$ cat src/rtl/decode_imm_stage.sv
// Decode/immediate-expansion stage: opcode -> immsrc/imm/illegal, held with instr/pc in a 2-entry skid FIFO.
// Build option SHAMT_IMM_EN: OP-IMM shifts (funct3 001/101) use the zero-extended shamt immediate (immsrc 101).
module decode_imm_stage (
  input  logic        clk,
  input  logic        rst,
  input  logic        in_valid,
  output logic        in_ready,
  input  logic [31:0] in_instr,
  input  logic [31:0] in_pc,
  input  logic        flush,
  output logic        out_valid,
  input  logic        out_ready,
  output logic [31:0] out_instr,
  output logic [31:0] out_pc,
  output logic [2:0]  out_immsrc,
  output logic [31:0] out_imm,
  output logic        out_illegal
);

  typedef struct packed {
    logic [31:0] instr;
    logic [31:0] pc;
    logic [2:0]  immsrc;
    logic [31:0] imm;
    logic        illegal;
  } entry_t;

  localparam logic [2:0] SRC_I = 3'b000;
  localparam logic [2:0] SRC_S = 3'b001;
  localparam logic [2:0] SRC_B = 3'b010;
  localparam logic [2:0] SRC_U = 3'b011;
  localparam logic [2:0] SRC_J = 3'b100;
  localparam logic [2:0] SRC_SH = 3'b101;

  entry_t      mem_q [2];
  entry_t      dec;
  entry_t      head;
  logic        wr_ptr_q, wr_ptr_d;
  logic        rd_ptr_q, rd_ptr_d;
  logic [1:0]  count_q, count_d;
  logic        push, pop;

  // Opcode decode and immediate expansion, computed before the entry is stored
  always_comb begin
    dec         = '0;
    dec.instr   = in_instr;
    dec.pc      = in_pc;
    dec.immsrc  = SRC_I;
    dec.illegal = 1'b0;
    case (in_instr[6:0])
      7'b0000011, 7'b1100111, 7'b0110011, 7'b1110011: dec.immsrc = SRC_I;
      7'b0010011: begin
`ifdef SHAMT_IMM_EN
        if (in_instr[14:12] == 3'b001 || in_instr[14:12] == 3'b101) dec.immsrc = SRC_SH;
        else dec.immsrc = SRC_I;
`else
        dec.immsrc = SRC_I;
`endif
      end
      7'b0100011:             dec.immsrc = SRC_S;
      7'b1100011:             dec.immsrc = SRC_B;
      7'b0110111, 7'b0010111: dec.immsrc = SRC_U;
      7'b1101111:             dec.immsrc = SRC_J;
      default:                dec.illegal = 1'b1;
    endcase

    case (dec.immsrc)
      SRC_I:   dec.imm = {{20{in_instr[31]}}, in_instr[31:20]};
      SRC_S:   dec.imm = {{20{in_instr[31]}}, in_instr[31:25], in_instr[11:7]};
      SRC_B:   dec.imm = {{20{in_instr[31]}}, in_instr[7], in_instr[30:25], in_instr[11:8], 1'b0};
      SRC_U:   dec.imm = {in_instr[31:12], 12'b0};
      SRC_J:   dec.imm = {{12{in_instr[31]}}, in_instr[19:12], in_instr[20], in_instr[30:21], 1'b0};
      SRC_SH:  dec.imm = {27'b0, in_instr[24:20]};
      default: dec.imm = '0;
    endcase
    if (dec.illegal) dec.imm = '0;
  end

  // Ready comes from occupancy only, so there is no combinational path from out_ready
  assign in_ready = !rst && (count_q != 2'd2);
  assign push     = in_valid && in_ready;
  assign pop      = out_valid && out_ready;

  always_comb begin
    wr_ptr_d = wr_ptr_q;
    rd_ptr_d = rd_ptr_q;
    count_d  = count_q;
    if (flush) begin
      wr_ptr_d = 1'b0;
      rd_ptr_d = 1'b0;
      count_d  = 2'd0;
    end else begin
      if (push) wr_ptr_d = ~wr_ptr_q;
      if (pop)  rd_ptr_d = ~rd_ptr_q;
      count_d = count_q + 2'(push) - 2'(pop);
    end
  end

  always_ff @(posedge clk) begin
    if (rst) begin
      wr_ptr_q <= 1'b0;
      rd_ptr_q <= 1'b0;
      count_q  <= 2'd0;
    end else begin
      wr_ptr_q <= wr_ptr_d;
      rd_ptr_q <= rd_ptr_d;
      count_q  <= count_d;
    end
  end

  always_ff @(posedge clk) begin
    if (push && !flush) mem_q[wr_ptr_q] <= dec;
  end

  // Outputs come from the head slot and are zeroed whenever nothing is valid
  assign head        = mem_q[rd_ptr_q];
  assign out_valid   = (count_q != 2'd0);
  assign out_instr   = out_valid ? head.instr   : 32'b0;
  assign out_pc      = out_valid ? head.pc      : 32'b0;
  assign out_immsrc  = out_valid ? head.immsrc  : 3'b0;
  assign out_imm     = out_valid ? head.imm     : 32'b0;
  assign out_illegal = out_valid ? head.illegal : 1'b0;

endmodule

$ cat config.mk
export PLATFORM = sky130hd
export DESIGN_NAME = decode_imm_stage
export DESIGN_NICKNAME = d
export VERILOG_FILES = /design/src/rtl/decode_imm_stage.sv
export SDC_FILE = /design/constraint.sdc
export NUM_CORES = 1
export LEC_CHECK = 0
export BUFFER_PORTS_ARGS = -buffer_cell sky130_fd_sc_hd__buf_2
export CORE_MARGIN = 10
export CORE_UTILIZATION = 49
export DETAILED_ROUTE_END_ITERATION = 10
export GPL_TIMING_DRIVEN = 0
export PLACE_DENSITY = 0.76
export SETUP_SLACK_MARGIN = 0.2
export SLEW_MARGIN = 15
export SYNTH_ARGS = -nofsm -noshare
export SYNTH_HDL_FRONTEND = slang
export SYNTH_SLANG_ARGS = --single-unit
export TNS_END_PERCENT = 20
$ cat constraint.sdc
create_clock -name clk -period 8.7 [get_ports clk]
set_input_delay 0.87 -clock clk [delete_from_list [all_inputs] [get_ports clk]]
set_output_delay 0.87 -clock clk [all_outputs]
set_load 0.005 [all_outputs]
# [Yosys cells after proc, flatten, opt, wreduce, memory -nomap -nowiden]
# Memory sizes are Yosys's and may differ from the RTL's. A register that Yosys moved wholly into a read port is not among the register bits.
# Cells that the tools add are included.
[word_totals] regBits=4 ram_bits=200 mem_count=1 elab_cells=48
[memory_table] name="mem_q" words=2 width=100 read_ports=1 rd_clocked_by_memory_dff=1 wr=1 line="35" rtl="entry_t mem_q [2];"
[classes] n_eq_ne=16 add_sub_neg=2 bitwise=2 n_reduce_logical=11 mux=13
[op_table] operator="32-bit case mux with 6 select lines" n=1
[op_table] operator="32-bit 2-to-1 mux" n=4
[op_table] operator="7-bit == test (second input constant)" n=4
[op_table] operator="7-bit by 6-bit == test with 1-bit output (second input constant)" n=3
[op_table] operator="7-bit by 5-bit == test with 1-bit output (second input constant)" n=2
[op_table] operator="3-bit case mux with 4 select lines" n=1
[op_table] operator="10-bit OR reduction" n=1
[op_table] operator="7-bit by 2-bit == test with 1-bit output (second input constant)" n=1
[op_table] operator="3-bit by 2-bit == test with 1-bit output (second input constant)" n=2
[op_table] operator="3-bit == test (second input constant)" n=2
[op_table] operator="1-bit 2-to-1 mux" n=6
[op_table] operator="1-bit logical AND" n=4
[op_table] operator="2-bit OR reduction" n=2
[op_table] operator="3-bit by 1-bit == test with 1-bit output (second input constant)" n=1
[op_table] operator="3-bit logical NOT" n=1
[op_table] operator="3-bit 2-to-1 mux" n=1
[op_table] operator="2-bit by 1-bit adder with 2-bit output" n=1
[op_table] operator="1-bit logical NOT" n=2
[op_table] operator="2-bit != test (second input constant)" n=1
[op_table] operator="1-bit NOT" n=2
[op_table] operator="2-bit nonzero test" n=1
[op_table] operator="2-bit by 1-bit subtractor with 2-bit output" n=1

# [Logic depth before layout (Yosys ltp)]
# Gate-level depths: netlist (run 1).
[depth] word_depth=6 depth_mapped=9 depth_no_buf=9

# [Least setup slack after synthesis (run 1)]
# Ideal clock, no wire load.
[synth_path] path_kind="in2reg" from="input rst" to="memory mem_q[1][0] (netlist name), enable pin" setup_ns=0.704 t_required_ns=7.996 path_slack_ns=-0.400 cell_stages=3 t_arrival_ns=8.396 path_cell_list="inv_1 -> o211ai_1 -> nor3b_1"
[synth_via] elab_chain_len=6
[synth_rtl] element="start, declared" line="5" rtl="input logic rst,"
[synth_rtl] element="1-bit logical NOT" line="80" rtl="assign in_ready = !rst && (count_q != 2'd2);"
[synth_rtl] element="1-bit logical AND" line="80"
[synth_rtl] element="1-bit logical AND" line="81" rtl="assign push = in_valid && in_ready;"
[synth_rtl] element="1-bit logical AND" line="112" rtl="if (push && !flush) mem_q[wr_ptr_q] <= dec;"
[synth_rtl] element="1-bit 2-to-1 mux" line="112"
[synth_rtl] element="1-bit 2-to-1 mux (implied by the code)" line="112"
[synth_rtl] element="end, declared" line="35"
# No other way between the ends.

# [Worst setup path in the final report (run 1)]
[layout_path] from="register count_q[0]" to="output out_instr[22]"
[layout_via] elab_chain_len=2
[layout_rtl] element="start, declared" line="40" rtl="logic [1:0] count_q, count_d;"
[layout_rtl] element="start signal, assigned" line="107" rtl="count_q <= count_d;"
[layout_rtl] element="2-bit nonzero test" line="117" rtl="assign out_valid = (count_q != 2'd0);"
[layout_rtl] element="32-bit 2-to-1 mux" line="118" rtl="assign out_instr = out_valid ? head.instr : 32'b0;"
[layout_rtl] element="end, declared" line="13" rtl="output logic [31:0] out_instr,"
# No other way between the ends.

==> metrics, run 1 <==
status finished clean; post-route cell area just over 0.01 sq mm; CP startpoint kind register; Hold Path Class input pin to register; Initial DRT Pass Iterations 4; total CTS buffers 21; RR Startpoint count_q[1]; Core Area roughly 0.017 sq mm; max_slew headroom 0.426; Crit Path Max Fanout 10; Max Clock Freq ~300 MHz; sequential area share after synthesis 0.735; Top FF cell, synth edfxtp_1; Post-DRT Antenna Nets 0; final setup fails 0; EDFF count, synth 200; I/O Buffers 170; Post-CTS Setup Inserts 0; RSZ-0062 raised after global routing no; final wirelength 19.0 mm; post-synth top area cell edfxtp_1; Syn Inst Count about 550; Final nets 834; min Tclk post-route about 3.4 ns; cell area after synthesis 0.00831 sq mm; hold path cells 1; Pwr Density 199 mW/mm^2; placed inst area between 0.009 and 0.01 sq mm; Max Slew Vio Count 0; ys async rst share 0; #FFs+latches synth just over 200; number of global-route vias before repair 5431; layout cells sized above 1 0.303; number of cell rows 47; Hold Startpoint in_pc[3]; Tot Pwr roughly 2 mW; Clock Latency Late Sink 0.49 ns; via-per-instance ratio around 5.2; # H-tree levels 1; CTS Sinks about 200; Area contributors post-synth edfxtp_1, mux2i_1, nor2_1; Die Ht ~150 um; # resized after CTS 0; CP Capture Type output port; Worst-path clk slew about 0.06 ns; grt ovf 0; die area about 0.023 sq mm; Worst Reg-to-Reg Cells 7; RePlAce Congestion 0.799; Initial DRC Count ~250; WP data required slightly below 8 ns; drt drc 0; peak supply drop around 150 uV; die width ~150 um; # Max-Cap Violations 0; Initial Util 0.501; CTS tree yes; share of the synthesized area in the top cell type 0.723; Routed wire per std cell roughly 19 um; fin util 0.620; area grow syn2layout 23.7%; Syn Area/Cell between 15 and 20 sq um; CTS root buf clkbuf_16; Critical Path Start count_q[0]; initial antenna violation count 3; syn_nets ~620; synth unique cells 36; first-pass GRT wire length 29.1 mm; fin crit share 0.389; LEAKAGE about 3.7 nW; Vias 5208; kind of critical path register to output port; critical path data arrival time 2.52 ns; Worst Tran Pin Value about 0.86 ns; CTS hold repair buffers 0; largest net degree at the start of global routing 18; Ports around 170; HPWL Detailed around 14 mm; total track usage 0.164; Worst Clk Skew between 0.01 and 0.015 ns; clock tree buffer depth 3; Final Hold Vio Count 0; Synth Warn # 0
==> metrics by stage <==
| stage | hold WS [ns] | setup WS (ns) | instances | TNS [ns] |
|---|---|---|---|---|
| after global routing | 0.555 | 5.21 | 999 | 0 |
| after detailed placement | 0.566 | 5.64 | 960 | 0 |
| after CTS | 0.554 | 5.30 | 998 | 0 |
| after global placement | 0.537 | -3.36 | 943 | -334.81 |
| after floorplan | 0.518 | 0.123 | 553 | 0 |
| final | 0.571 | 5.31 | 1000 | 0 |
==> placed cells by master, fill, tap and decap left out, drive strengths merged, types with 3 or more instances in the layout <==
cell / instances
a211oi: 13
buf: 208
nor2: 102
mux2i: 100
inv: 10
clkinv: 7
a21oi: 12
edfxtp: 200
nand2: 13
xnor2: 3
nor3: 24
o21ai: 9
clkbuf: 39
dfxtp: 5
nand3: 6
and2: 4
==> state kept, by name, summed over array words and instances (netlist names), named ones only <==
signal	cells
count_q	2
mem_q	200
rd_ptr_q	1
wr_ptr_q	1
==> where the power goes <==
| part | internal, mW | switching, mW | total [mW] | leakage (nW) |
|---|---|---|---|---|
| Clock | 0.476 | 0.344 | 0.820 | 0.305 |
| Sequential | 1.10 | 0.00395 | 1.10 | 1.87 |
| Combinational | 0.0479 | 0.0778 | 0.126 | 1.57 |
==> worst max-delay path: stages, from the launching register on <==
cell and delay (ns):
dfxtp_1 0.34, nor2_1 0.12, clkbuf_1 0.67, clkbuf_1 0.53, nor2_1 0.19, buf_2 0.18
==> cell type report <==
| cell class | count | area [sq um] |
|---|---|---|
| clock buffers | 27 | 548 |
| plain buffers | 33 | 161 |
| repair buffers | 187 | 1040 |
| inverters | 8 | 30.0 |
| diodes | 2 | 5.00 |
| clock inverters | 11 | 83.8 |
| multi-input cells | 307 | 2030 |
| well taps | 220 | 275 |
| fillers | 1291 | 6300 |
| flip-flops and latches | 205 | 6110 |
==> logic make-up after synthesis <==
| family | share of synthesized area |
|---|---|
| flip-flops | 0.735 |
| adder cells (fa/ha/maj) | 0.00301 |
| AO/OA/AOI/OAI | 0.0316 |
| buffers and inverters | 0.0230 |
| multiplexers | 0.120 |
| XOR/XNOR | 0.00422 |
| AND/OR/NAND/NOR | 0.0830 |
==> final timing paths <==
| path | endpoint | slack, ns |
|---|---|---|
| worst min-delay path | mem_q[1][39] | 0.57 |
| worst max-delay path | out_instr[22] | 5.31 |
| worst min register to register | rd_ptr_q | 0.58 |
| worst max register to register | mem_q[0][31] | 6.30 |
==> layer usage <==
layer	global-route usage	up-vias	share of wire
met5	0	-	0.00037
met4	0.0578	2	0.026
met3	0.0456	35	0.078
met2	0.283	168	0.50
met1	0.192	2516	0.40
li1	-	2487	-
==> Yosys cell counts, drive strengths merged (2+ instances only) <==
cell / number
o21ai: 9
ha: 2
nor2: 102
nand3: 6
nor3: 24
a211oi: 13
nand4: 2
o211ai: 2
nor3b: 2
clkbuf: 12
buf: 21
a21oi: 12
and2: 4
dfxtp: 5
edfxtp: 200
nand2: 13
inv: 8
mux2i: 100
xnor2: 3
a22oi: 2
Power figures use the tool's default switching activity.
==> run 2, diff against run 1 <==
Settings changed: ABC_AREA set to 1.
Clock period 8.7 ns to 2.7 ns, I/O delays scaled along.
==> metrics, run 2 <==
# resized after CTS 0 (unchanged); number of cell rows 47 (unchanged); CTS Sinks 205 (unchanged); Max Clock Freq ~440 MHz; max reg flops 200 (unchanged); peak supply drop 490 uV (+230%); Syn Inst Count 698 (+26%); Area contributors post-synth edfxtp_1, nand2_1, a21oi_1; Pwr Density 614 mW/mm^2 (+210%); Worst Reg-to-Reg Cells 7 (unchanged); WHS 0.0266 ns (-0.545 ns); flop2flop setup slack 0.58 ns (-5.72 ns); area grow syn2layout 30.7%; LEAKAGE 4.48 nW (+20%); final wirelength 21.4 mm (+13%); critical path data arrival time 1.98 ns (-0.54 ns); initial antenna violation count 0 (-3); Worst-path clk slew 0.06 ns (about the same); hold path cells 1 (unchanged); clock tree buffer depth 3 (unchanged); total CTS buffers 22 (+4.8%); biggest regs mem_q (200), count_q (2); Routed wire per std cell 18.0 um (-5.3%); Syn Area/Cell 12.0 sq um (-20%); share of the synthesized area in the top cell type 0.718 (-0.00465); status finished clean; final setup fails 0 (unchanged); DR WL met3 1.76 mm (+19%); CTS tree yes; most frequent cell after synthesis nand2_1; Initial DRC Count 390 (+59%); fin crit share 0.832; CTS root buf clkbuf_16; via-per-instance ratio 5.10 (-2.1%); I/O Buffers 170 (unchanged); ys async rst share 0 (unchanged); Worst Tran Pin Value 0.590 ns (-0.271 ns); Biggest register mem_q; Hold Startpoint in_instr[24]; placed inst area 0.00976 sq mm (+1.2%); Final Hold Vio Count 0 (unchanged); synth unique cells 29 (-19%); RSZ-0062 raised after global routing no; Clock Latency Late Sink 0.49 ns (about the same); met2 WL 10.8 mm (+14%); Top FF cell, synth edfxtp_1; Vias 6073 (+17%); metal1 wirelength 8.42 mm (+12%); Worst Clk Skew 0.00528 ns (-0.00548 ns); cell area after synthesis 0.00836 sq mm (+0.65%); Post-DRT Antenna Nets 0 (unchanged); first-pass GRT wire length 32.7 mm (+12%); Die Ht 151 um (+0.28%); post-route cell area 0.0109 sq mm (+6.3%); placed insts 1102 (+15%); most frequent cells in the layout nand2_1, edfxtp_1, buf_2, a21oi_1, dlygate4sd3_1; RR Startpoint count_q[0]; Worst Hold End mem_q[1][92]; die width 151 um (+0.28%); Ant. Diodes 0 (-2); min Tclk post-route between 2 and 2.5 ns; post-synth top area cell edfxtp_1; Final nets 1029 (+23%); Ports 171 (unchanged); Synth Warn # 0 (unchanged); Post-CTS Setup Inserts 0 (unchanged); final cell count without fillers 1191 (+19%); sequential area share after synthesis 0.730 (-0.00473); top cells by count, synth nand2_1, edfxtp_1, a21oi_1, inv_1, buf_2; # H-tree levels 1 (unchanged); die area 0.0227 sq mm (+0.56%); RR Endpoint mem_q[1][17]; Initial Util 0.503 (+0.00146); layout cells sized above 1 0.281 (-0.0222); CTS hold repair buffers 52 (+52); drt drc 0 (unchanged); commonest non-fill, non-tap cell in the layout nand2_1; # Max-Cap Violations 0 (unchanged); Hold Path Class input pin to register; Max Slew Vio Count 0 (unchanged); kind of critical path register to output port; CP startpoint kind register; CP Capture Type output port; HPWL Detailed 14.8 mm (+3.6%); crit path cell chain inv_2 > clkbuf_1 > nand2_1 > a21oi_1 > buf_2; total track usage 0.184 (+0.0201); number of global-route vias before repair 6090 (+12%); highest layer used for signal routing met4; Crit Path Max Fanout 10 (unchanged); Crit path largest cell delay 0.42 ns (-0.25 ns); RePlAce Congestion 0.770 (-3.6%); max_slew headroom 0.605 (+0.179); Initial DRT Pass Iterations 5 (+1); Core Area 0.0166 sq mm (+0.35%); largest net degree at the start of global routing 18 (unchanged); Fill cells 1213 (-6.0%); syn_nets 769 (+23%); WP data required 2.43 ns (-5.40 ns); grt ovf 0 (unchanged); Crit-path slowest cell clkbuf_1; Tot Pwr 6.71 mW (+230%); EDFF count, synth 200 (unchanged); #FFs+latches synth 205 (unchanged)
[run 2: how the worst max path moves through the flow]
stage                         endpoint  slack (ns)  cells past startpoint
after floorplan            mem_q[0][0]       -0.81                      5
after global placement    mem_q[0][61]       -2.05                      4
after detailed placement  mem_q[1][83]        0.59                      7
after CTS                   out_imm[2]        0.44                      5
after global routing        out_imm[6]        0.28                      5
final                       out_imm[4]        0.45                      5
[run 2: metrics by stage]
stage / TNS, ns / utilization / setup slack, ns
2_1_floorplan: -161.12 / - / -0.806
3_3_place_gp: -407.89 / 0.572 / -2.05
3_5_place_dp: 0 / 0.586 / 0.593
4_1_cts: 0 / 0.657 / 0.440
5_1_grt: 0 / 0.657 / 0.278
6_report: 0 / 0.657 / 0.453
[run 2: worst max-delay path, delay by kind of cell (launching register included)]
kind,cells,cell delay (ns)
AND/OR/NAND/NOR,1,0.10
buffers and inverters,3,0.80
AO/OA/AOI/OAI,1,0.27
flip-flops,1,0.31
[run 2: cell families after synthesis]
logic type               after synthesis  share of synthesized area
AND/OR/NAND/NOR                      286                      0.142
flip-flops                           205                      0.730
AO/OA/AOI/OAI                        129                     0.0817
buffers and inverters                 75                     0.0428
adder cells (fa/ha/maj)                2                    0.00299
XOR/XNOR                               1                    0.00105
[run 2: report_power, final]
part           internal [mW]  switching, mW
Clock                   1.55           1.14
Combinational          0.197          0.268
Sequential              3.54         0.0126
Total                   5.29           1.42
[run 2: routing by layer]
layer	GRT usage	vias to the layer above
li1	-	2926
met1	0.220	2873
met2	0.328	247
met3	0.0387	27
met4	0.0510	0
met5	0	-
[run 2: final cells by class]
type                    count  area (sq um)  share of cell area
flip-flops and latches    205          6110               0.559
multi-input cells         418          1930               0.176
repair buffers            236          1620               0.148
clock buffers              27           591              0.0540
well taps                 220           275              0.0252
plain buffers              38           219              0.0200
inverters                  37           139              0.0127
clock inverters            10          57.6             0.00527
==> run 3, diff against run 2 <==
Settings changed: CORE_UTILIZATION 49 to 55, PLACE_DENSITY 0.76 to 0.81.
Clock period 2.7 ns to 2.27 ns, I/O delays scaled along.
==> metrics, run 3 (same netlist as run 2, synthesis figures left out) <==
I/O Buffers 170 (unchanged); WP data required 2.04 ns (-0.39 ns); max reg flops 200 (unchanged); total CTS buffers 22 (unchanged); peak supply drop 684 uV (+39%); # H-tree levels 1 (unchanged); Hold Path Class input pin to register; number of cell rows 45 (-4.3%); commonest non-fill, non-tap cell in the layout nand2_1; CTS root buf clkbuf_16; final wirelength 22.0 mm (+2.8%); Worst-path clk slew 0.06 ns (about the same); Worst Tran Pin Value 0.495 ns (-0.0952 ns); Initial DRT Pass Iterations 5 (unchanged); most frequent cells in the layout nand2_1, edfxtp_1, buf_2, a21oi_1, dlygate4sd3_1; RR Startpoint count_q[1]; Ant. Diodes 0 (unchanged); RR Endpoint mem_q[1][86]; CP startpoint kind register; Vias 6266 (+3.2%); final setup fails 0 (unchanged); multi-input logic area 0.00194 sq mm (+0.58%); met1 usage 0.234 (+0.0146); area grow syn2layout 33.0%; critical path data arrival time 1.81 ns (-0.17 ns); largest net degree at the start of global routing 19 (+1); Max Slew Vio Count 0 (unchanged); clock tree buffer depth 3 (unchanged); fin crit share 0.895; setup slack at placement 0.232 ns (-0.361 ns); Routed wire per std cell 18.8 um (+4.7%); first-pass GRT wire length 33.5 mm (+2.4%); Crit Path Max Fanout 10 (unchanged); die area 0.0205 sq mm (-9.5%); gr busiest metal met2; Initial DRC Count 461 (+18%); Fill cells 956 (-21%); # Max-Cap Violations 0 (unchanged); CP Capture Type output port; drt drc 0 (unchanged); placed insts 1069 (-3.0%); storage element area 0.00611 sq mm (unchanged); Worst Clk Skew 0.0101 ns (+0.00485 ns); Clock Latency Late Sink 0.49 ns (about the same); PnR worst setup slack 0.237 ns (-0.215 ns); Biggest register mem_q; Tot Pwr 8.47 mW (+26%); Worst Reg-to-Reg Cells 8 (+1); LEAKAGE 4.60 nW (+2.5%); final cell count without fillers 1170 (-1.8%); RePlAce Congestion 0.800 (+3.8%); via-per-instance ratio 5.36 (+5.0%); Pwr Density 761 mW/mm^2 (+24%); CP endpoint out_pc[1]; Hold Startpoint rst; min Tclk post-route 2.03 ns; Initial Util 0.556 (+0.0538); Final nets 1039 (+0.97%); RSZ-0062 raised after global routing yes; met3 Use GR 0.0548 (+0.0161); status finished clean; CTS tree yes; flop2flop setup slack 0.29 ns (-0.29 ns); Post-DRT Antenna Nets 0 (unchanged); CTS Sinks 205 (unchanged); Die Ht 143 um (-4.9%); max_slew headroom 0.669 (+0.0637); HPWL Detailed 14.4 mm (-2.7%); total track usage 0.209 (+0.0251); die width 143 um (-4.9%); grt ovf 0 (unchanged); Ports 171 (unchanged); initial antenna violation count 0 (unchanged); Final Hold Vio Count 0 (unchanged); Max Clock Freq ~500 MHz; number of global-route vias before repair 6385 (+4.8%); biggest regs mem_q (200), count_q (2); kind of critical path register to output port; met2 usage 0.373 (+0.0443); layout cells sized above 1 0.294 (+0.0131); Core Area 0.0150 sq mm (-9.7%)
run 3: cell type report:
| cell class | instances | area share |
|---|---|---|
| inverters | 37 | 0.0127 |
| plain buffers | 38 | 0.0236 |
| repair buffers | 246 | 0.152 |
| clock inverters | 11 | 0.0141 |
| well taps | 188 | 0.0211 |
| flip-flops and latches | 205 | 0.549 |
| multi-input cells | 418 | 0.174 |
| clock buffers | 27 | 0.0531 |
run 3: repair_timing:
item                                    4_1_cts  5_1_grt
setup buffers                                 0        3
endpoints found under the setup margin       61      161
hold endpoints to repair                    120        0
gates resized for setup                      11       22
hold buffers                                 60        0
pin swaps                                     0        1
run 3: report_power, final:
part / switching [mW] / total (mW) / internal (mW)
Combinational: 0.327 / 0.575 / 0.248
Sequential: 0.0155 / 4.23 / 4.21
Clock: 1.38 / 3.67 / 2.29
Total: 1.72 / 8.47 / 6.75
run 3: critical path, cell delays in order, from the launching register on:
cell      delay, ns
dfxtp_1        0.40
buf_6          0.18
clkbuf_4       0.24
nand2_1        0.10
a21oi_1        0.23
buf_2          0.16
run 3: worst min path at each step:
stage | end | depth (start not counted) | slack (ns)
6_report | count_q[1] | 4 | 0.02
5_1_grt | mem_q[1][74] | 1 | 0.02
4_1_cts | count_q[1] | 4 | 0.01
3_5_place_dp | mem_q[0][67] | 1 | 0.42
3_3_place_gp | mem_q[0][50] | 1 | 0.41
2_1_floorplan | mem_q[0][36] | 0 | 0.33
run 3: layer usage:
metal | part of all wire | up-vias | wire [um]
met5 | 0 | - | 0
met2 | 0.51 | 285 | 11300
met4 | 0.032 | 0 | 702
met1 | 0.37 | 2972 | 8090
li1 | - | 2952 | -
met3 | 0.088 | 57 | 1930
run 3: stage by stage:
| step | setup TNS [ns] | util | area [sq um] | hold WS, ns |
|---|---|---|---|---|
| floorplan | -247.12 | - | 8390 | 0.326 |
| global placement | -476.91 | 0.630 | 9480 | 0.415 |
| detailed placement | 0 | 0.645 | 9700 | 0.419 |
| CTS | 0 | 0.736 | 11100 | 0.0135 |
| global route | 0 | 0.740 | 11100 | 0.0240 |
| finish | 0 | 0.740 | 11100 | 0.0209 |
